**config.mk**
```make
export PLATFORM = sky130hd
export DESIGN_NAME = c_damq_tracker_rsv
export DESIGN_NICKNAME = d
export VERILOG_FILES = /design/src/rtl/c_damq_pkg.sv /design/src/rtl/c_damq_queue_counter.sv /design/src/rtl/c_damq_tracker_rsv.sv
export SDC_FILE = /design/constraint.sdc
export NUM_CORES = 1
export LEC_CHECK = 0
export ABC_AREA = 1
export CAP_MARGIN = 20
export CORE_MARGIN = 2
export CORE_UTILIZATION = 25
export CTS_BUF_LIST = sky130_fd_sc_hd__clkbuf_8
export DETAILED_ROUTE_END_ITERATION = 16
export DONT_BUFFER_PORTS = 1
export SKIP_LAST_GASP = 1
export SLEW_MARGIN = 40
export SYNTH_ARGS = -nofsm -noshare
export SYNTH_HDL_FRONTEND = slang
export SYNTH_HIERARCHICAL = 1
export SYNTH_SLANG_ARGS = --single-unit
```
**constraint.sdc**
```tcl
create_clock -name clk -period 12.5 [get_ports clk]
set_input_delay 2.5 -clock clk [delete_from_list [all_inputs] [get_ports clk]]
set_output_delay 2.5 -clock clk [all_outputs]
set_load 0.01 [all_outputs]
```
**src/rtl/c_damq_pkg.sv**
```systemverilog
// Shared constants and helpers for the DAMQ tracker.
// Error bit positions within each queue's 2-bit error field.
package c_damq_pkg;

    localparam int ERR_UNDERFLOW = 0;
    localparam int ERR_OVERFLOW  = 1;

    function automatic int clog2(input int value);
        int r;
        int v;
        r = 0;
        v = value - 1;
        for (int i = 0; i < 32; i++) begin
            if (v > 0) begin
                r = r + 1;
                v = v >>> 1;
            end
        end
        return r;
    endfunction

endpackage

```
**src/rtl/c_damq_queue_counter.sv**
```systemverilog
// Per-queue occupancy counter with legality and error decode.
// Shared-pool bookkeeping is reported upward as consume/rls strobes.
module c_damq_queue_counter
    import c_damq_pkg::*;
#(
    parameter int cw            = 5,
    parameter int num_reserved  = 1,
    parameter int enable_bypass = 0
) (
    input  logic          clk,
    input  logic          reset,
    input  logic          active,
    input  logic          push,
    input  logic          pop,
    input  logic          full,
    output logic [cw-1:0] occ,
    output logic          push_ok,
    output logic          pop_ok,
    output logic          consume,
    output logic          rls,
    output logic [1:0]    errors
);

    logic empty;
    logic bypass;
    logic above_rsv;
    logic at_rsv;

    assign empty  = (occ == '0);
    assign bypass = (enable_bypass != 0) && push;

    assign errors[ERR_OVERFLOW]  = push && full;
    assign errors[ERR_UNDERFLOW] = pop && empty && !bypass;

    assign push_ok = push && !full;
    // An empty-queue pop is only honoured when a real push feeds it.
    assign pop_ok  = pop && (!empty || ((enable_bypass != 0) && push_ok));

    assign at_rsv    = (int'(occ) >= num_reserved);
    assign above_rsv = (int'(occ) > num_reserved);

    assign consume = push_ok && !pop_ok && at_rsv;
    assign rls     = pop_ok && !push_ok && above_rsv;

    always_ff @(posedge clk) begin
        if (reset) begin
            occ <= '0;
        end else if (active) begin
            if (push_ok && !pop_ok)
                occ <= occ + 1'b1;
            else if (pop_ok && !push_ok)
                occ <= occ - 1'b1;
        end
    end

endmodule

```
**src/rtl/c_damq_tracker_rsv.sv**
```systemverilog
// DAMQ buffer-state tracker with per-queue reservations and cap.
// Holds the shared-pool usage and decodes per-queue credit flags.
module c_damq_tracker_rsv
    import c_damq_pkg::*;
#(
    parameter int num_queues      = 4,
    parameter int num_slots       = 32,
    parameter int num_reserved    = 1,
    parameter int max_queue_slots = num_slots,
    parameter int enable_bypass   = 0,
    localparam int CW = clog2(num_slots + 1)
) (
    input  logic                     clk,
    input  logic                     reset,
    input  logic                     active,
    input  logic                     push_valid,
    input  logic [num_queues-1:0]    push_sel_qu,
    input  logic                     pop_valid,
    input  logic [num_queues-1:0]    pop_sel_qu,
    output logic [num_queues*CW-1:0] occupancy_qu,
    output logic [CW-1:0]            shared_free,
    output logic [num_queues-1:0]    almost_empty_qu,
    output logic [num_queues-1:0]    empty_qu,
    output logic [num_queues-1:0]    full_qu,
    output logic [num_queues-1:0]    almost_full_qu,
    output logic [num_queues-1:0]    two_free_qu,
    output logic [2*num_queues-1:0]  errors_qu
);

    localparam int S   = num_slots - num_queues * num_reserved;
    localparam int RS  = num_reserved + S;
    localparam int CAP = (max_queue_slots < RS) ? max_queue_slots : RS;

    logic [CW-1:0]         shared_used;
    logic [CW-1:0]         occ     [num_queues];
    logic [CW-1:0]         free_q  [num_queues];
    logic [num_queues-1:0] consume;
    logic [num_queues-1:0] rls;
    logic [num_queues-1:0] push_ok;
    logic [num_queues-1:0] pop_ok;
    int                    n_cons;
    int                    n_rel;

    function automatic logic [CW-1:0] calc_free(
        input logic [CW-1:0] o,
        input logic [CW-1:0] su
    );
        int cap_left;
        int rsv_left;
        int f;
        cap_left = CAP - int'(o);
        rsv_left = num_reserved - int'(o);
        if (rsv_left < 0)
            rsv_left = 0;
        f = rsv_left + (S - int'(su));
        if (cap_left < f)
            f = cap_left;
        if (f < 0)
            f = 0;
        return CW'(f);
    endfunction

    for (genvar q = 0; q < num_queues; q++) begin : g_q
        c_damq_queue_counter #(
            .cw            (CW),
            .num_reserved  (num_reserved),
            .enable_bypass (enable_bypass)
        ) u_cnt (
            .clk     (clk),
            .reset   (reset),
            .active  (active),
            .push    (push_valid && push_sel_qu[q]),
            .pop     (pop_valid && pop_sel_qu[q]),
            .full    (full_qu[q]),
            .occ     (occ[q]),
            .push_ok (push_ok[q]),
            .pop_ok  (pop_ok[q]),
            .consume (consume[q]),
            .rls     (rls[q]),
            .errors  (errors_qu[2*q +: 2])
        );

        assign free_q[q] = calc_free(occ[q], shared_used);
        assign occupancy_qu[q*CW +: CW] = occ[q];
        assign empty_qu[q]        = (occ[q] == '0);
        assign almost_empty_qu[q] = (occ[q] == CW'(1));
        assign full_qu[q]         = (free_q[q] == '0);
        assign almost_full_qu[q]  = (free_q[q] == CW'(1));
        assign two_free_qu[q]     = (free_q[q] >= CW'(2));
    end

    always_comb begin
        n_cons = 0;
        n_rel  = 0;
        for (int q = 0; q < num_queues; q++) begin
            n_cons = n_cons + int'(consume[q]);
            n_rel  = n_rel + int'(rls[q]);
        end
    end

    assign shared_free = CW'(S - int'(shared_used));

    always_ff @(posedge clk) begin
        if (reset)
            shared_used <= '0;
        else if (active)
            shared_used <= CW'(int'(shared_used) + n_cons - n_rel);
    end

endmodule

```
### Yosys cells after proc, flatten, opt, wreduce, memory -nomap -nowiden

Index checks and enable logic that the tools add are counted.

* register bits: 30
* bits in latches: 0
* bits in writable memories: 0
* memory bits (read-only): 0
* bits of input ports: 13
* output and inout bits: 58
* word-level logic and storage cells: 158
* memories kept: 0

* add/sub/neg operators: 29
* multipliers: 0
* div/mod/pow operators: 0
* magnitude comparators: 24
* eq/ne operators: 8
* shifts and indexed selects: 0
* muxes and demuxes: 20
* bitwise operators: 0
* reductions and logical operators: 72

Operator list (number)
* 32-bit two-way mux: 8
* 32-bit adder: 4
* 32-bit by 1-bit < comparator with 1-bit output (second input constant): 4
* 7-bit by 32-bit < comparator with 1-bit output: 4
* 6-bit two-way mux: 12
* 6-bit by 1-bit == test with 1-bit output (second input constant): 8
* 6-bit logical NOT: 8
* 1-bit logical AND: 40
* 5-bit by 6-bit subtractor with 7-bit output (first input constant): 5
* 7-bit by 1-bit < comparator with 1-bit output (second input constant): 4
* 1-bit by 6-bit subtractor with 7-bit output (first input constant): 4
* 6-bit by 1-bit adder with 6-bit output (second input constant): 4
* 6-bit by 1-bit >= comparator with 1-bit output (second input constant): 4
* 6-bit by 2-bit >= comparator with 1-bit output (second input constant): 4
* 6-bit by 1-bit > comparator with 1-bit output (second input constant): 4
* 6-bit by 1-bit subtractor with 6-bit output (second input constant): 4
* 1-bit logical NOT: 16
* 3-bit by 1-bit adder with 4-bit output: 2
* 2-bit AND reduction: 4
* 2-bit nonzero test: 4
* 2-bit by 1-bit adder with 3-bit output: 2
* 6-bit by 4-bit adder with 6-bit output: 1
* 6-bit by 4-bit subtractor with 6-bit output: 1
* 1-bit by 1-bit adder with 2-bit output: 2

### Depth between registers and ports, before layout

Gate-level depths: netlist of the first run.

* depth in word-level cells: 18
* gate-level depth with buffers: 47
* mapped depth without buffers: 47

### By module

Netlist of the first run, hierarchy kept.

By module, submodules not included
* c_damq_tracker_rsv: times used 1, cells each 876, area each 5636.7 um^2, seq. area each 120.1 um^2
* c_damq_queue_counter: times used 4, cells each 77, area each 480.5 um^2, seq. area each 120.1 um^2

### Worst setup path after synthesis of the first run

OpenSTA, ideal clock, no wires.

* path type: reg2reg
* from: register shared_used[0]
* to: register shared_used[5]
* setup time: 120 ps
* arrival time: 7219 ps
* required time: 12380 ps
* path slack: 5161 ps
* cell stages (with the launch flop): 40
* buffers on the path: 2
* period minus slack after synthesis: 7339 ps
* cell sequence: dfxtp_1 > inv_1 > ha_1 > nor2_1 > nand2_1 > a21oi_1 > clkbuf_1 > ha_1 > inv_1 > ha_1 > nand2_2 > inv_1 > nand3_1 > o21bai_1 > nand2_1 > a21oi_1 > nand2_1 > nand2_1 > (+4 left out) > nor2_1 > ha_1 > buf_4 > inv_2 > nor2_1 > inv_1 > fa_1 > fa_1 > fa_1 > inv_1 > ha_1 > inv_1 > fa_1 > inv_1 > nand2_1 > nand3b_1 > xnor2_1 > a21oi_1

* elaborated cells between the ends (all ways): 61
* those cells by class: add/sub (13); order compare (8); mux (8); reduce/logical (32)

RTL lines
* start: declaration: line c_damq_tracker_rsv.sv:34 `logic [CW-1:0] shared_used;`
* start signal: assignment: line c_damq_tracker_rsv.sv:107 `shared_used <= CW'(int'(shared_used) + n_cons - n_rel);`
* 5-bit by 6-bit subtractor with 7-bit output *
* 32-bit adder *: line c_damq_tracker_rsv.sv:55 `f = rsv_left + (S - int'(su));`
* 7-bit by 32-bit < comparator with 1-bit output: line c_damq_tracker_rsv.sv:56 `if (cap_left < f)`
* 32-bit two-way mux *: line c_damq_tracker_rsv.sv:56
* 32-bit by 1-bit < comparator with 1-bit output: line c_damq_tracker_rsv.sv:58 `if (f < 0)`
* 6-bit two-way mux *: line c_damq_tracker_rsv.sv:58
* 6-bit logical NOT *: line c_damq_tracker_rsv.sv:87 `assign full_qu[q] = (free_q[q] == '0);`
* net full_qu[2]: line c_damq_tracker_rsv.sv:24 `output logic [num_queues-1:0] full_qu,`
* 1-bit logical NOT *: line c_damq_queue_counter.sv:35 `assign push_ok = push && !full;`
* 1-bit logical AND *: line c_damq_queue_counter.sv:35
* net push_ok[2]: line c_damq_tracker_rsv.sv:39 `logic [num_queues-1:0] push_ok;`
* 1-bit logical AND * (2 in a row): line c_damq_queue_counter.sv:42 `assign consume = push_ok && !pop_ok && at_rsv;`
* net consume[2]: line c_damq_tracker_rsv.sv:37 `logic [num_queues-1:0] consume;`
* 2-bit by 1-bit adder with 3-bit output *: line c_damq_tracker_rsv.sv:96 `n_cons = n_cons + int'(consume[q]);`
* 3-bit by 1-bit adder with 4-bit output *: line c_damq_tracker_rsv.sv:96
* 6-bit by 4-bit adder with 6-bit output *: line c_damq_tracker_rsv.sv:107
* 6-bit by 4-bit subtractor with 6-bit output *: line c_damq_tracker_rsv.sv:107

Mark *: on every way through the listed nets, which the timed path passes. The rest lies on a longest branch.
A chain may end at the register's enable or synchronous reset.

### Worst setup path after layout of the first run

* from: register shared_used[1]
* to: register shared_used[5]

* elaborated cells between the ends (all ways): 61
* those cells by class: add/sub (13); order compare (8); mux (8); reduce/logical (32)

RTL lines
* 5-bit by 6-bit subtractor with 7-bit output *
* net shared_free[2]: line c_damq_tracker_rsv.sv:21 `output logic [CW-1:0] shared_free,`
* 32-bit adder *: line c_damq_tracker_rsv.sv:55
* 7-bit by 32-bit < comparator with 1-bit output: line c_damq_tracker_rsv.sv:56
* 32-bit two-way mux *: line c_damq_tracker_rsv.sv:56
* 32-bit by 1-bit < comparator with 1-bit output: line c_damq_tracker_rsv.sv:58
* 6-bit two-way mux *: line c_damq_tracker_rsv.sv:58
* 6-bit logical NOT *: line c_damq_tracker_rsv.sv:87
* net full_qu[2]: line c_damq_tracker_rsv.sv:24
* (+1 left out)
* 1-bit logical AND *: line c_damq_queue_counter.sv:35
* net push_ok[2]: line c_damq_tracker_rsv.sv:39
* 1-bit logical AND * (2 in a row): line c_damq_queue_counter.sv:42
* net consume[2]: line c_damq_tracker_rsv.sv:37
* 2-bit by 1-bit adder with 3-bit output *: line c_damq_tracker_rsv.sv:96
* 3-bit by 1-bit adder with 4-bit output *: line c_damq_tracker_rsv.sv:96
* 6-bit by 4-bit adder with 6-bit output *: line c_damq_tracker_rsv.sv:107
* 6-bit by 4-bit subtractor with 6-bit output *: line c_damq_tracker_rsv.sv:107

Marks and branches as above.

==> metrics.txt, run 1 <==
result of the run finished clean; sequential area share after synthesis 0.0795; fraction of final layout cells sized beyond drive strength 1 0.0425; crit end category register; critical path buffer and inverter count 8; share of cell area taken by muxes after synthesis 0; level count of the clock H-tree 2; setup slack of the worst register-to-register path 4.31 ns; number of buffers created by CTS 5; number of maximum-capacitance constraint violations 0; # port buffers 0; compound-gate portion of the synthesized area 0.131; dominant cells by area after synthesis sky130_fd_sc_hd__ha_1 32%, sky130_fd_sc_hd__nand2_1 13%, sky130_fd_sc_hd__inv_1 10%, sky130_fd_sc_hd__dfxtp_1 7.9%, sky130_fd_sc_hd__a21oi_1 6.4%; actual slew at the worst max-slew pin 0.784 ns; flip-flop and latch count after synthesis 30; Total Die Area 31,600 um2; minimum clock period 8.19 ns; antenna violations before repair 0; wire length of the first global-routing pass between 30,000 and 40,000 um; post-route clock skew roughly 0.0018 ns; Avg Vias per Cell 4.47; endpoints failing hold 0; routed length per instance approximately 11 um; library cell used as clock root buffer sky130_fd_sc_hd__clkbuf_8; effective utilization at floorplan 0.254; normalized max-slew margin 0.476; synthesis warning total 6; First DRT Iteration DRCs around 470; synthesized-area fraction occupied by xor and xnor cells 0.0394; setup repair after global routing missed its margin no; total number of clock tree sinks 30; CTS tree built; post-route clock period utilization 0.655; number of failing setup endpoints in the final timing report 0; drt first pass iters 5; most frequent standard cell in the layout excluding fill and tap cells sky130_fd_sc_hd__nand2_1; antenna-violating nets left 0; netlist area before placement roughly 7600 um2; synthesized instance count 1,184; maximum frequency from static timing analysis 122 MHz; top cell type's share of synthesized area 0.321; Final Max Tran Viols 0; Yosys top cell by area sky130_fd_sc_hd__ha_1; maximum number of pins on one net before global-route repair 39; Post-Synth Simple-Gate Area 0.285; worst path required time 12.69 ns; count of unresolved DRC violations after routing 0; number of nets in the finished design 1,417; Global Route Usage Sum 0.118; crit-path max FO 8; CP Class register to register; dominant combinational cell family by area after synthesis adder cells; mean area per synthesized cell about 6.4 um2; Crit-path slowest cell sky130_fd_sc_hd__xor2_1; slowest stage delay, CP ~0.64 ns; Clock Tree Buf Depth 2; IO Pins 71; Placer Congestion 0.861; endpoint arrival time on the critical path ~8.4 ns; Die Y-Extent 178 um; area added between synthesis and finish 8.82%; setup total negative slack 0 ns; Core Area 29,700 um2; number of global-route vias before repair 6,724; total of cells resized after clock tree synthesis 0; Die Width 178 um; detailed-placement wirelength estimate approximately 15,000 um; critical path launch point type register; commonest cells after routing, fill and taps aside 271 x sky130_fd_sc_hd__nand2_1, 205 x sky130_fd_sc_hd__inv_1, 194 x sky130_fd_sc_hd__ha_1, 109 x sky130_fd_sc_hd__nor2_1, 95 x sky130_fd_sc_hd__a21oi_1; number of rows in the core area 63; clock insertion delay at the later pin of the skew report 0.30 ns; number of hold buffers added after cts 0; clock slew seen by the registers of the worst setup and hold paths 0.07 ns; kind of cell adding the most delay to the critical path adder cells; type of the most critical hold path register to register; total via count after detailed routing between 7,000 and 8,000; number of library cell types mapped by synthesis 34; fill cell count 3,222; diode insertion count for antenna repair 0; sum of routed wire length over all layers 18,100 um; cell seen most often among critical-path stages sky130_fd_sc_hd__nand2_1; post-CTS setup repair buffer count 0; share of synthesized cell area in full adder, half adder and majority cells 0.350; total congestion overflow after global routing 0
## layer usage
| layer | vias up | GRT usage | share of wire | wire (um) |
|---|---|---|---|---|
| met3 | 25 | 0.0124 | 0.027 | 491 |
| met4 | 0 | 0.0427 | 0.026 | 471 |
| li1 | 3854 | - | - | - |
| met2 | 81 | 0.215 | 0.49 | 8880 |
| met5 | - | 0 | 0 | 0 |
| met1 | 3147 | 0.142 | 0.46 | 8280 |
## worst register-to-register path, delay by kind of cell, from the launching register on
kind | cells | cell delay [ns]
AOI/OAI and AO/OA | 4 | 0.95
xor gates and xnor gates | 2 | 0.76
adders and majority gates | 10 | 3.33
buffers and inverters | 8 | 0.70
DFF | 1 | 0.31
and+or+nand+nor | 17 | 2.02
## synth_stat cells
library cell	count
sky130_fd_sc_hd__nand2_1	271
sky130_fd_sc_hd__inv_1	204
sky130_fd_sc_hd__ha_1	194
sky130_fd_sc_hd__nor2_1	109
sky130_fd_sc_hd__a21oi_1	96
sky130_fd_sc_hd__nand3_1	82
sky130_fd_sc_hd__o21ai_0	58
sky130_fd_sc_hd__dfxtp_1	30
sky130_fd_sc_hd__xor2_1	23
sky130_fd_sc_hd__inv_2	12
sky130_fd_sc_hd__nor3_1	12
sky130_fd_sc_hd__o21a_1	12
sky130_fd_sc_hd__fa_1	11
sky130_fd_sc_hd__xnor2_1	11
sky130_fd_sc_hd__nand3b_1	9
sky130_fd_sc_hd__nand2_2	7
sky130_fd_sc_hd__buf_4	5
sky130_fd_sc_hd__nand4_1	5
sky130_fd_sc_hd__a21oi_2	4
sky130_fd_sc_hd__and2_1	4
sky130_fd_sc_hd__clkbuf_1	4
sky130_fd_sc_hd__nor2_4	4
sky130_fd_sc_hd__o211ai_2	4
sky130_fd_sc_hd__and3_1	2
sky130_fd_sc_hd__o21bai_1	2
sky130_fd_sc_hd__a211oi_1	1
sky130_fd_sc_hd__a21boi_0	1
sky130_fd_sc_hd__a21o_1	1
sky130_fd_sc_hd__conb_1	1
sky130_fd_sc_hd__nor2_2	1
sky130_fd_sc_hd__nor3_2	1
sky130_fd_sc_hd__nor4_1	1
sky130_fd_sc_hd__nor4_2	1
sky130_fd_sc_hd__o21ai_1	1
## kinds of logic after synthesis
group / Yosys count
adders and majority gates: 205
and+or+nand+nor: 509
DFF: 30
xor gates and xnor gates: 34
other: 1
buffers and inverters: 225
AOI/OAI and AO/OA: 180
## layout make-up
type | count | area, um2 | share of cell area
clock inverters | 2 | 8.76 | 0.00106
flip-flops and latches | 30 | 601 | 0.0730
well taps | 390 | 488 | 0.0593
repair buffers | 6 | 65.1 | 0.00791
inverters | 216 | 811 | 0.0986
multi-input cells | 940 | 6170 | 0.750
clock buffers | 6 | 82.6 | 0.0100
## sequential cells by signal, indices dropped and copies added (netlist names)
signal,flops
g_q.u_cnt/occ,24
shared_used,6
## through the flow
step | util | hold slack (ns) | instances | setup WS (ns) | cell area, um2
global route | 0.277 | 0.611 | 1590 | 3.59 | 8230
floorplan | - | 0.501 | 1195 | 5.16 | 7600
global placement | 0.272 | 0.542 | 1581 | 3.96 | 8080
finish | 0.277 | 0.577 | 1590 | 4.31 | 8230
CTS | 0.277 | 0.569 | 1590 | 4.20 | 8230
detailed placement | 0.274 | 0.544 | 1582 | 4.24 | 8130
## worst paths after layout
check / startpoint / endpoint / cells after the start
worst max-delay path: shared_used[1] / shared_used[5] / 41
worst min-delay path: shared_used[1] / shared_used[1] / 2
worst max register to register: shared_used[1] / shared_used[5] / 41
worst min register to register: shared_used[1] / shared_used[1] / 2
Power of run 1 is not shown: default switching activity piles up to over one toggle a cycle in this logic, so the estimate is an artifact.
==> inputs of run 2 (changes only) <==
==> constraint.sdc (replaced) <==
create_clock -name clk -period 7.5 [get_ports clk]
set_input_delay 1.5 -clock clk [delete_from_list [all_inputs] [get_ports clk]]
set_output_delay 1.5 -clock clk [all_outputs]
set_load 0.01 [all_outputs]
==> metrics.txt, run 2 (same netlist as run 1, synthesis figures left out) <==
result of the run finished clean (unchanged); type of the most critical hold path register to register (unchanged); diode insertion count for antenna repair 0 (unchanged); routed length per instance 11.5 um (was 11.4 um); detailed-placement wirelength estimate 16,000 um (was 15,300 um); effective utilization at floorplan 0.254 (unchanged); Placer Congestion 0.870 (was 0.861); crit-path max FO 9 (was 8); max FFs per register 24 (unchanged); IO Pins 71 (unchanged); number of hold buffers added after cts 0 (unchanged); post-route clock skew 0.00639 ns (was 0.00176 ns); antenna violations before repair 0 (unchanged); maximum frequency from static timing analysis 143 MHz (was 122 MHz); Clock Tree Buf Depth 2 (unchanged); critical path launch point type register (unchanged); Die Width 178 um (unchanged); number of buffers created by CTS 5 (unchanged); worst reg-to-reg path cell count 43 (was 41); Die Y-Extent 178 um (unchanged); crit end category register (unchanged); cell seen most often among critical-path stages sky130_fd_sc_hd__inv_1 (was sky130_fd_sc_hd__nand2_1); maximum number of pins on one net before global-route repair 26 (was 39); post-route setup slack 0.527 ns (was 4.31 ns); library cell used as clock root buffer sky130_fd_sc_hd__clkbuf_8 (unchanged); endpoints failing hold 0 (unchanged); slowest stage delay, CP 0.54 ns (was 0.64 ns); actual slew at the worst max-slew pin 0.781 ns (was 0.784 ns); worst path required time 7.68 ns (was 12.69 ns); most frequent standard cell in the layout excluding fill and tap cells sky130_fd_sc_hd__nand2_1 (unchanged); total number of clock tree sinks 30 (unchanged); First DRT Iteration DRCs 396 (was 472); Total Die Area 31,600 um2 (unchanged); drt first pass iters 5 (unchanged); CP Class register to register (unchanged); commonest cells after routing, fill and taps aside 263 x sky130_fd_sc_hd__nand2_1, 205 x sky130_fd_sc_hd__inv_1, 187 x sky130_fd_sc_hd__ha_1, 103 x sky130_fd_sc_hd__nor2_1, 90 x sky130_fd_sc_hd__a21oi_1 (was 271 x sky130_fd_sc_hd__nand2_1, 205 x sky130_fd_sc_hd__inv_1, 194 x sky130_fd_sc_hd__ha_1, 109 x sky130_fd_sc_hd__nor2_1, 95 x sky130_fd_sc_hd__a21oi_1); Crit-path slowest cell sky130_fd_sc_hd__fa_1 (was sky130_fd_sc_hd__xor2_1); sum of routed wire length over all layers 18,800 um (was 18,100 um); number of nets in the finished design 1,470 (was 1,417); total met2 wirelength after detailed routing 9500 um (was 8880 um); total via count after detailed routing 7,274 (was 7,107); minimum clock period 6.97 ns (was 8.19 ns); Final Max Tran Viols 0 (unchanged); detailed route wirelength on metal3 456 um (was 491 um); antenna-violating nets left 0 (unchanged); number of stages on the worst hold path 2 (unchanged); area added between synthesis and finish 15.8% (was 8.82%); number of maximum-capacitance constraint violations 0 (unchanged); post-route clock period utilization 0.930 (was 0.655); Post-Route M1 WL 8510 um (was 8280 um); Avg Vias per Cell 4.43 (was 4.47); register with the highest flop count g_q.u_cnt/occ (unchanged); number of rows in the core area 63 (unchanged); Core Area 29,700 um2 (unchanged); pre-CTS setup slack -0.0187 ns (was 4.24 ns); fraction of final layout cells sized beyond drive strength 1 0.113 (was 0.0425); number of global-route vias before repair 6,791 (was 6,724); Largest regs g_q.u_cnt/occ x24, shared_used x6 (unchanged); top layer in use met4 (unchanged); Global Route Usage Sum 0.121 (was 0.118); CTS tree built (unchanged); clock slew seen by the registers of the worst setup and hold paths 0.07 ns (about the same); wire length of the first global-routing pass 31,600 um (was 30,900 um); endpoint arrival time on the critical path 7.16 ns (was 8.38 ns); count of unresolved DRC violations after routing 0 (unchanged); normalized max-slew margin 0.479 (was 0.476); total congestion overflow after global routing 0 (unchanged); clock insertion delay at the later pin of the skew report 0.29 ns (was 0.30 ns); # port buffers 0 (unchanged); number of failing setup endpoints in the final timing report 0 (unchanged); level count of the clock H-tree 2 (unchanged)
run 2: cell count changes in the layout (fill, tap and decap cells not counted), moves of 6 or more:
cell | previous run | this run
sky130_fd_sc_hd__nor2_2 | 1 | 7
sky130_fd_sc_hd__nand2_1 | 271 | 263
sky130_fd_sc_hd__nand2_2 | 7 | 13
sky130_fd_sc_hd__ha_1 | 194 | 187
sky130_fd_sc_hd__o21ai_2 | 0 | 8
sky130_fd_sc_hd__buf_4 | 5 | 58
sky130_fd_sc_hd__nor2_1 | 109 | 103
sky130_fd_sc_hd__o21ai_0 | 55 | 43
run 2: worst paths after layout:
kind                                           from                   to  slack (ns)
worst max register to register       shared_used[1]       shared_used[5]        0.53
worst max-delay path                 shared_used[1]       shared_used[5]        0.53
worst min-delay path            g_q[1].u_cnt/occ[2]  g_q[1].u_cnt/occ[2]        0.53
worst min register to register  g_q[1].u_cnt/occ[2]  g_q[1].u_cnt/occ[2]        0.53
run 2: repair_timing:
action	CTS	global route
setup endpoints to repair	1	5
gates resized for setup	1	59
pin swaps	0	11
setup buffers	0	7
hold endpoints to repair	0	0
run 2: stage by stage:
step	hold slack (ns)	setup TNS, ns	area, um2	instances	utilization
finish	0.525	0	8750	1642	0.295
global route	0.585	-0.00969	8750	1642	0.295
CTS	0.558	0	8530	1635	0.287
detailed placement	0.541	-0.0187	8450	1628	0.284
global placement	0.541	0	8450	1628	0.284
floorplan	0.501	0	7600	1195	-
run 2: metal layers:
layer  vias up  global-route usage
li1       3957                   -
met1      3217               0.144
met2        83               0.227
met3        17             0.00793
met4         0              0.0389
met5         -                   0
run 2: final cells by class:
class                      count  area (um2)
fill                        3234       21000
clock inverter                 2        7.51
multi-input combinational    940        6320
timing repair buffer          59         455
sequential                    30         602
clock buffer                   5        68.8
tap                          390         488
inverter                     216         811
run 2: worst max-delay path: cells and delay by family, from the launching register on:
family	cells	cell delay [ns]
compound gates	4	0.60
xor+xnor	2	0.28
fa+ha+maj	10	3.08
buf+inv	10	0.82
flops	1	0.34
simple gates	17	1.72
Power of run 2 is left out for the same reason.
==> inputs of run 3 (changes only) <==
--- a/config.mk
+++ b/config.mk
@@ -5,7 +5,6 @@
 export SDC_FILE = /design/constraint.sdc
 export NUM_CORES = 1
 export LEC_CHECK = 0
-export ABC_AREA = 1
 export CAP_MARGIN = 20
 export CORE_MARGIN = 2
 export CORE_UTILIZATION = 25
==> constraint.sdc (replaced) <==
create_clock -name clk -period 5.8 [get_ports clk]
set_input_delay 1.16 -clock clk [delete_from_list [all_inputs] [get_ports clk]]
set_output_delay 1.16 -clock clk [all_outputs]
set_load 0.01 [all_outputs]
==> metrics.txt, run 3 <==
result of the run finished, violations left (was finished clean); failing checks setup timing; normalized max-slew margin 0.567 (was 0.479); type of the most critical hold path register to register (unchanged); number of maximum-capacitance constraint violations 0 (unchanged); final core utilization 0.374 (was 0.295); actual slew at the worst max-slew pin 0.633 ns (was 0.781 ns); wire length of the first global-routing pass 35,600 um (was 31,600 um); sequential area share after synthesis 0.0816 (was 0.0795); count of flip-flops with a built-in enable after synthesis 0 (unchanged); level count of the clock H-tree 2 (unchanged); post-route clock period utilization 1.23 (was 0.930); Die Y-Extent 176 um (was 178 um); met1 Resource Use GR 0.179 (was 0.144); clock slew seen by the registers of the worst setup and hold paths 0.07 ns (about the same); clock insertion delay at the later pin of the skew report 0.29 ns (about the same); number of nets in the finished design 1,379 (was 1,470); endpoint arrival time on the critical path 7.34 ns (was 7.16 ns); fraction of final layout cells sized beyond drive strength 1 0.380 (was 0.113); pre-CTS setup slack -1.71 ns (was -0.0187 ns); Die Width 176 um (was 178 um); post-route clock skew 0.0134 ns (was 0.00639 ns); total congestion overflow after global routing 0 (unchanged); kind of cell adding the most delay to the critical path adder cells (unchanged); endpoints failing hold 0 (unchanged); worst path required time 5.99 ns (was 7.68 ns); Yosys top cell by area sky130_fd_sc_hd__ha_1 (unchanged); # port buffers 0 (unchanged); crit-path max FO 4 (was 9); dominant cells by area after synthesis sky130_fd_sc_hd__ha_1 33%, sky130_fd_sc_hd__dfxtp_1 8.2%, sky130_fd_sc_hd__inv_1 4.8%, sky130_fd_sc_hd__nor2_1 4.1%, sky130_fd_sc_hd__a21oi_1 3.7% (was sky130_fd_sc_hd__ha_1 32%, sky130_fd_sc_hd__nand2_1 13%, sky130_fd_sc_hd__inv_1 10%, sky130_fd_sc_hd__dfxtp_1 7.9%, sky130_fd_sc_hd__a21oi_1 6.4%); synthesis warning total 6 (unchanged); number of failing setup endpoints in the final timing report 13 (was 0); setup repair after global routing missed its margin yes; antenna-violating nets left 0 (unchanged); number of rows in the core area 62 (was 63); Global Route met2 Usage 0.250 (was 0.227); sum of routed wire length over all layers 22,300 um (was 18,800 um); area added between synthesis and finish 46.7% (was 15.8%); First DRT Iteration DRCs 212 (was 396); top cell type's share of synthesized area 0.330 (was 0.321); Global Route Usage Sum 0.138 (was 0.121); total via count after detailed routing 7,386 (was 7,274); CTS tree built (unchanged); maximum frequency from static timing analysis 140 MHz (was 143 MHz); count of unresolved DRC violations after routing 0 (unchanged); Total Die Area 30,800 um2 (was 31,600 um2); total number of clock tree sinks 30 (unchanged); antenna violations before repair 1 (was 0); netlist area before placement 7360 um2 (was 7560 um2); Avg Vias per Cell 4.77 (was 4.43); maximum number of pins on one net before global-route repair 31 (was 26); mean area per synthesized cell 7.92 um2 (was 6.38 um2); Sequential cell area 624 um2 (was 602 um2); crit end category register (unchanged); minimum clock period 7.15 ns (was 6.97 ns); most frequent cell after synthesis sky130_fd_sc_hd__ha_1 (was sky130_fd_sc_hd__nand2_1); routed length per instance 14.4 um (was 11.5 um); FFs w/ async S/R, synth 0 (unchanged); most frequent standard cell in the layout excluding fill and tap cells sky130_fd_sc_hd__buf_4 (was sky130_fd_sc_hd__nand2_1); critical path buffer and inverter count 8 (was 10); Crit-path slowest cell sky130_fd_sc_hd__fa_1 (unchanged); number of hold buffers added after cts 0 (unchanged); CP Class register to register (unchanged); register with the highest flop count g_q.u_cnt/occ (unchanged); multi-input combinational cell area 7440 um2 (was 6320 um2); fill cell count 2,927 (was 3,234); Core Area 28,900 um2 (was 29,700 um2); IO Pins 71 (unchanged); drt first pass iters 4 (was 5); Clock Tree Buf Depth 2 (unchanged); detailed-placement wirelength estimate 17,700 um (was 16,000 um); global routing met3 resource utilization 0.0238 (was 0.00793); Final Max Tran Viols 0 (unchanged); number of global-route vias before repair 7,457 (was 6,791); synthesized instance count 929 (was 1,184); slowest stage delay, CP 0.54 ns (about the same); commonest cells after routing, fill and taps aside 218 x sky130_fd_sc_hd__buf_4, 155 x sky130_fd_sc_hd__ha_1, 83 x sky130_fd_sc_hd__inv_1, 65 x sky130_fd_sc_hd__nor2_1, 63 x sky130_fd_sc_hd__nand2_1 (was 263 x sky130_fd_sc_hd__nand2_1, 205 x sky130_fd_sc_hd__inv_1, 187 x sky130_fd_sc_hd__ha_1, 103 x sky130_fd_sc_hd__nor2_1, 90 x sky130_fd_sc_hd__a21oi_1); max FFs per register 24 (unchanged); flip-flop and latch count after synthesis 30 (unchanged); Largest regs g_q.u_cnt/occ x24, shared_used x6 (unchanged); primary flip-flop cell chosen by synthesis mapping sky130_fd_sc_hd__dfxtp_1 (unchanged); Placer Congestion 0.820 (was 0.870); critical path launch point type register (unchanged); number of buffers created by CTS 5 (unchanged); library cell used as clock root buffer sky130_fd_sc_hd__clkbuf_8 (unchanged); effective utilization at floorplan 0.255 (was 0.254); top cells by count, synth 194 x sky130_fd_sc_hd__ha_1, 94 x sky130_fd_sc_hd__inv_1, 80 x sky130_fd_sc_hd__nor2_1, 64 x sky130_fd_sc_hd__nand2_1, 55 x sky130_fd_sc_hd__a21oi_1 (was 271 x sky130_fd_sc_hd__nand2_1, 204 x sky130_fd_sc_hd__inv_1, 194 x sky130_fd_sc_hd__ha_1, 109 x sky130_fd_sc_hd__nor2_1, 96 x sky130_fd_sc_hd__a21oi_1); number of library cell types mapped by synthesis 70 (was 34); post-route setup slack -1.35 ns (was 0.527 ns); GRT busiest layer met2 (unchanged)
run 3: cell types whose count changed after synthesis, moves of 20 or more:
cell	before	now
sky130_fd_sc_hd__nand3_1	82	26
sky130_fd_sc_hd__a21oi_1	96	55
sky130_fd_sc_hd__xnor2_1	11	31
sky130_fd_sc_hd__nor2_1	109	80
sky130_fd_sc_hd__a21o_1	1	26
sky130_fd_sc_hd__inv_1	204	94
sky130_fd_sc_hd__nand2_1	271	64
run 3: final timing paths:
path	startpoint	endpoint	slack, ns	cells after the start
worst max-delay path	g_q[2].u_cnt/occ[3]	shared_used[5]	-1.35	37
worst min-delay path	shared_used[2]	shared_used[2]	0.55	2
worst max register to register	g_q[2].u_cnt/occ[3]	shared_used[5]	-1.35	37
worst min register to register	shared_used[2]	shared_used[2]	0.55	2
run 3: worst reg2reg max path, delay by kind of cell (launching register included):
kind	cells	cell delay, ns
and+or+nand+nor	11	1.91
xor gates and xnor gates	1	0.12
buffers and inverters	8	0.74
DFF	1	0.34
muxes	2	0.31
adders and majority gates	9	2.70
AOI/OAI and AO/OA	6	0.93
run 3: area by class of cell:
class / instances / share of cell area
tap: 384 / 0.0445
multi-input combinational: 802 / 0.689
timing repair buffer: 228 / 0.165
inverter: 94 / 0.0329
clock buffer: 8 / 0.0102
antenna: 1 / 0.000232
sequential: 30 / 0.0578
run 3: cell families (layout without fill, tap and decap cells):
family | Yosys count | in the layout | synth area share
flip-flops | 30 | 30 | 0.0816
multiplexers | 23 | 23 | 0.0330
other | 1 | 13 | 0.000510
adder cells (fa/ha/maj) | 205 | 205 | 0.360
AO/OA/AOI/OAI | 220 | 220 | 0.209
buffers and inverters | 108 | 330 | 0.0582
XOR/XNOR | 48 | 48 | 0.0572
AND/OR/NAND/NOR | 294 | 294 | 0.200
run 3: per-layer routing:
metal	vias up	part of all wire
li1	3818	-
met1	3456	0.45
met2	104	0.50
met3	8	0.047
met4	0	0.0031
met5	-	0
run 3: stage by stage:
stage | TNS, ns | cell area (um2) | hold WS (ns) | cells
6_report | -7.09 | 10800 | 0.545 | 1547
3_3_place_gp | -8.00 | 9620 | 0.512 | 1514
3_5_place_dp | -8.21 | 9620 | 0.536 | 1514
5_1_grt | -10.66 | 10800 | 0.570 | 1546
4_1_cts | -7.95 | 10000 | 0.546 | 1534
2_1_floorplan | -5.73 | 7640 | 0.501 | 940
run 3: timing repair:
item | CTS | global route
gates resized for setup | 50 | 123
pin swaps | 49 | 78
buffers inserted | 12 | 13
endpoints found under the setup margin | 19 | 36
Power of run 3 is left out for the same reason.
==> patch: new RTL, settings of run 3 <==
`num_slots`: 32 -> 16.
--- a/src/rtl/c_damq_tracker_rsv.sv
+++ b/src/rtl/c_damq_tracker_rsv.sv
@@ -5,5 +5,5 @@
 #(
     parameter int num_queues      = 4,
-    parameter int num_slots       = 32,
+    parameter int num_slots       = 16,
     parameter int num_reserved    = 1,
     parameter int max_queue_slots = num_slots,
Ports: changed (resized occupancy_qu and shared_free); port bits go from 71 to 66. The function was not compared with the original's and may differ.
==> patch against run 3 <==
The flow still finishes with violations (negative setup slack); setup slack better by 240 ps; via count is 7.1% lower; highest routed layer unchanged; synthesized area decreased by 5.1%; synthesized cell count shrank 4.6%; design area shrank 5.2%; count of clock-buffer cells in the layout down 5; worst hold slack worse by 59 ps; clock skew down 6.1 ps; global-route usage fell by 1.3 points; sequential cell count fell by 5; wire length decreased by 13%.
Power is left out: the tool's default activity adds up to more than one toggle a clock period on the data nets, which glitch-free logic cannot reach.
==> patch: results (changes against run 3) <==
status complete, but fails checks (unchanged); failing checks negative setup slack (unchanged); endpoints failing setup 7 (was 13); Fin Clk Skew 7.22 ps (was 13.4 ps); Root Driver clkbuf_8 (unchanged); Max Root-Sink Buffers 2 (unchanged); CP Data Arrival Time 7100 ps (was 7340 ps); number of nets in the layout 1332 (was 1379); vias in the first global route 6571 (was 7457); yosys warns 6 (unchanged); R2R depth 37 (unchanged); cell with the most instances after synthesis ha_1 (unchanged); path type of the worst min-delay path reg2reg (unchanged); hpwl dp 15000 um (was 17700 um); DP Worst Slack -1260 ps (was -1710 ps); slowest stage cell, crit path fa_2 (was fa_1); top cells by area, synth ha_1, dfxtp_1, inv_1 (unchanged); Seq/Total Area, Yosys 0.0717 (was 0.0816); CP max stage delay 550 ps; Placer Congestion 0.845 (was 0.820); pin count of the biggest net entering global routing 34 (was 31); CTS buffer count 3 (was 5); clk slew on worst S/H paths 100 ps (was 70 ps); slack of the critical path -1110 ps (was -1350 ps); layout cell share with drive strength beyond 1 0.384 (was 0.380); routed wire length 19400 um (was 22300 um); Post-synth top cells ha_1, inv_1, a21oi_1, nand2_1, nor2_1 (was ha_1, inv_1, nor2_1, nand2_1, a21oi_1); HP Start shared_used[4] (was shared_used[2]); overall routing resource usage 0.125 (was 0.138); Reg-to-Reg Start g_q[3].u_cnt/occ[2] (was g_q[2].u_cnt/occ[3]); Worst Max-Slew Pin Slew 627 ps (was 633 ps); Fillers 2793 (was 2927); Setup TNS Final -6380 ps (was -7090 ps); first-pass GRT wire length 30300 um (was 35600 um); post-synth cell types 64 (was 70); hold path endpoint shared_used[4] (was shared_used[2]); r2r endpoint shared_used[3] (was shared_used[5]); 1st-iter DRT viols 292 (was 212); final hold viol count 0 (unchanged); biggest regs g_q.u_cnt/occ: 20 flops, shared_used: 5 flops (was g_q.u_cnt/occ: 24 flops, shared_used: 6 flops); H-tree depth 1 (was 2); initial antenna violation count 2 (was 1); CP top delay family adder cells (unchanged); Synth Flop Type dfxtp_1 (unchanged); Vias 6858 (was 7386); cell area after placement 9070 um2 (was 9620 um2)
patch: worst max-delay path by stage:
stage          depth (start not counted)              to
2_1_floorplan                         39  shared_used[3]
3_3_place_gp                          38  shared_used[3]
3_5_place_dp                          38  shared_used[3]
4_1_cts                               38  shared_used[3]
5_1_grt                               38  shared_used[3]
6_report                              37  shared_used[3]
patch: area by class of cell:
type / instances / area share
antenna: 4 / 0.000978
clock buffer: 3 / 0.00403
sequential: 25 / 0.0509
timing repair buffer: 233 / 0.183
clock inverter: 1 / 0.000489
multi-input combinational: 746 / 0.675
inverter: 104 / 0.0391
tap: 378 / 0.0462
patch: tightest hold or removal path: stages, from the launching register on:
cell	delay, ps
dfxtp_1	320
nor2_1	80
a211oi_1	50
patch: stage by stage:
| step | utilization | std cells | hold WS (ps) |
|---|---|---|---|
| 6_report | 0.370 | 1494 | 487 |
| 5_1_grt | 0.370 | 1490 | 511 |
| 4_1_cts | 0.338 | 1460 | 488 |
| 3_5_place_dp | 0.328 | 1440 | 474 |
| 3_3_place_gp | 0.328 | 1440 | 471 |
| 2_1_floorplan | - | 889 | 458 |
patch: metal layers:
metal,track usage,vias up,wire (um)
met5,0,-,0
met2,0.219,82,9510
met3,0.0317,14,1150
li1,-,3572,-
met4,0.00958,0,124
met1,0.161,3190,8640
patch: cell families (layout without fill, tap and decap cells):
family          Yosys count  count (layout)  share of synthesized area
compound gates          176             176                      0.163
simple gates            286             286                      0.215
flops                    25              25                     0.0717
other cells               1               8                   0.000537
fa+ha+maj               207             207                      0.383
xor+xnor                 33              33                     0.0414
mux                      40              40                     0.0606
buf+inv                 118             341                     0.0649
patch: repair_timing:
action                                  4_1_cts  5_1_grt
endpoints found under the setup margin       13       29
resized for setup                            27      141
setup buffers                                16       33
pin swaps                                    21       54
hold buffers                                  0        0
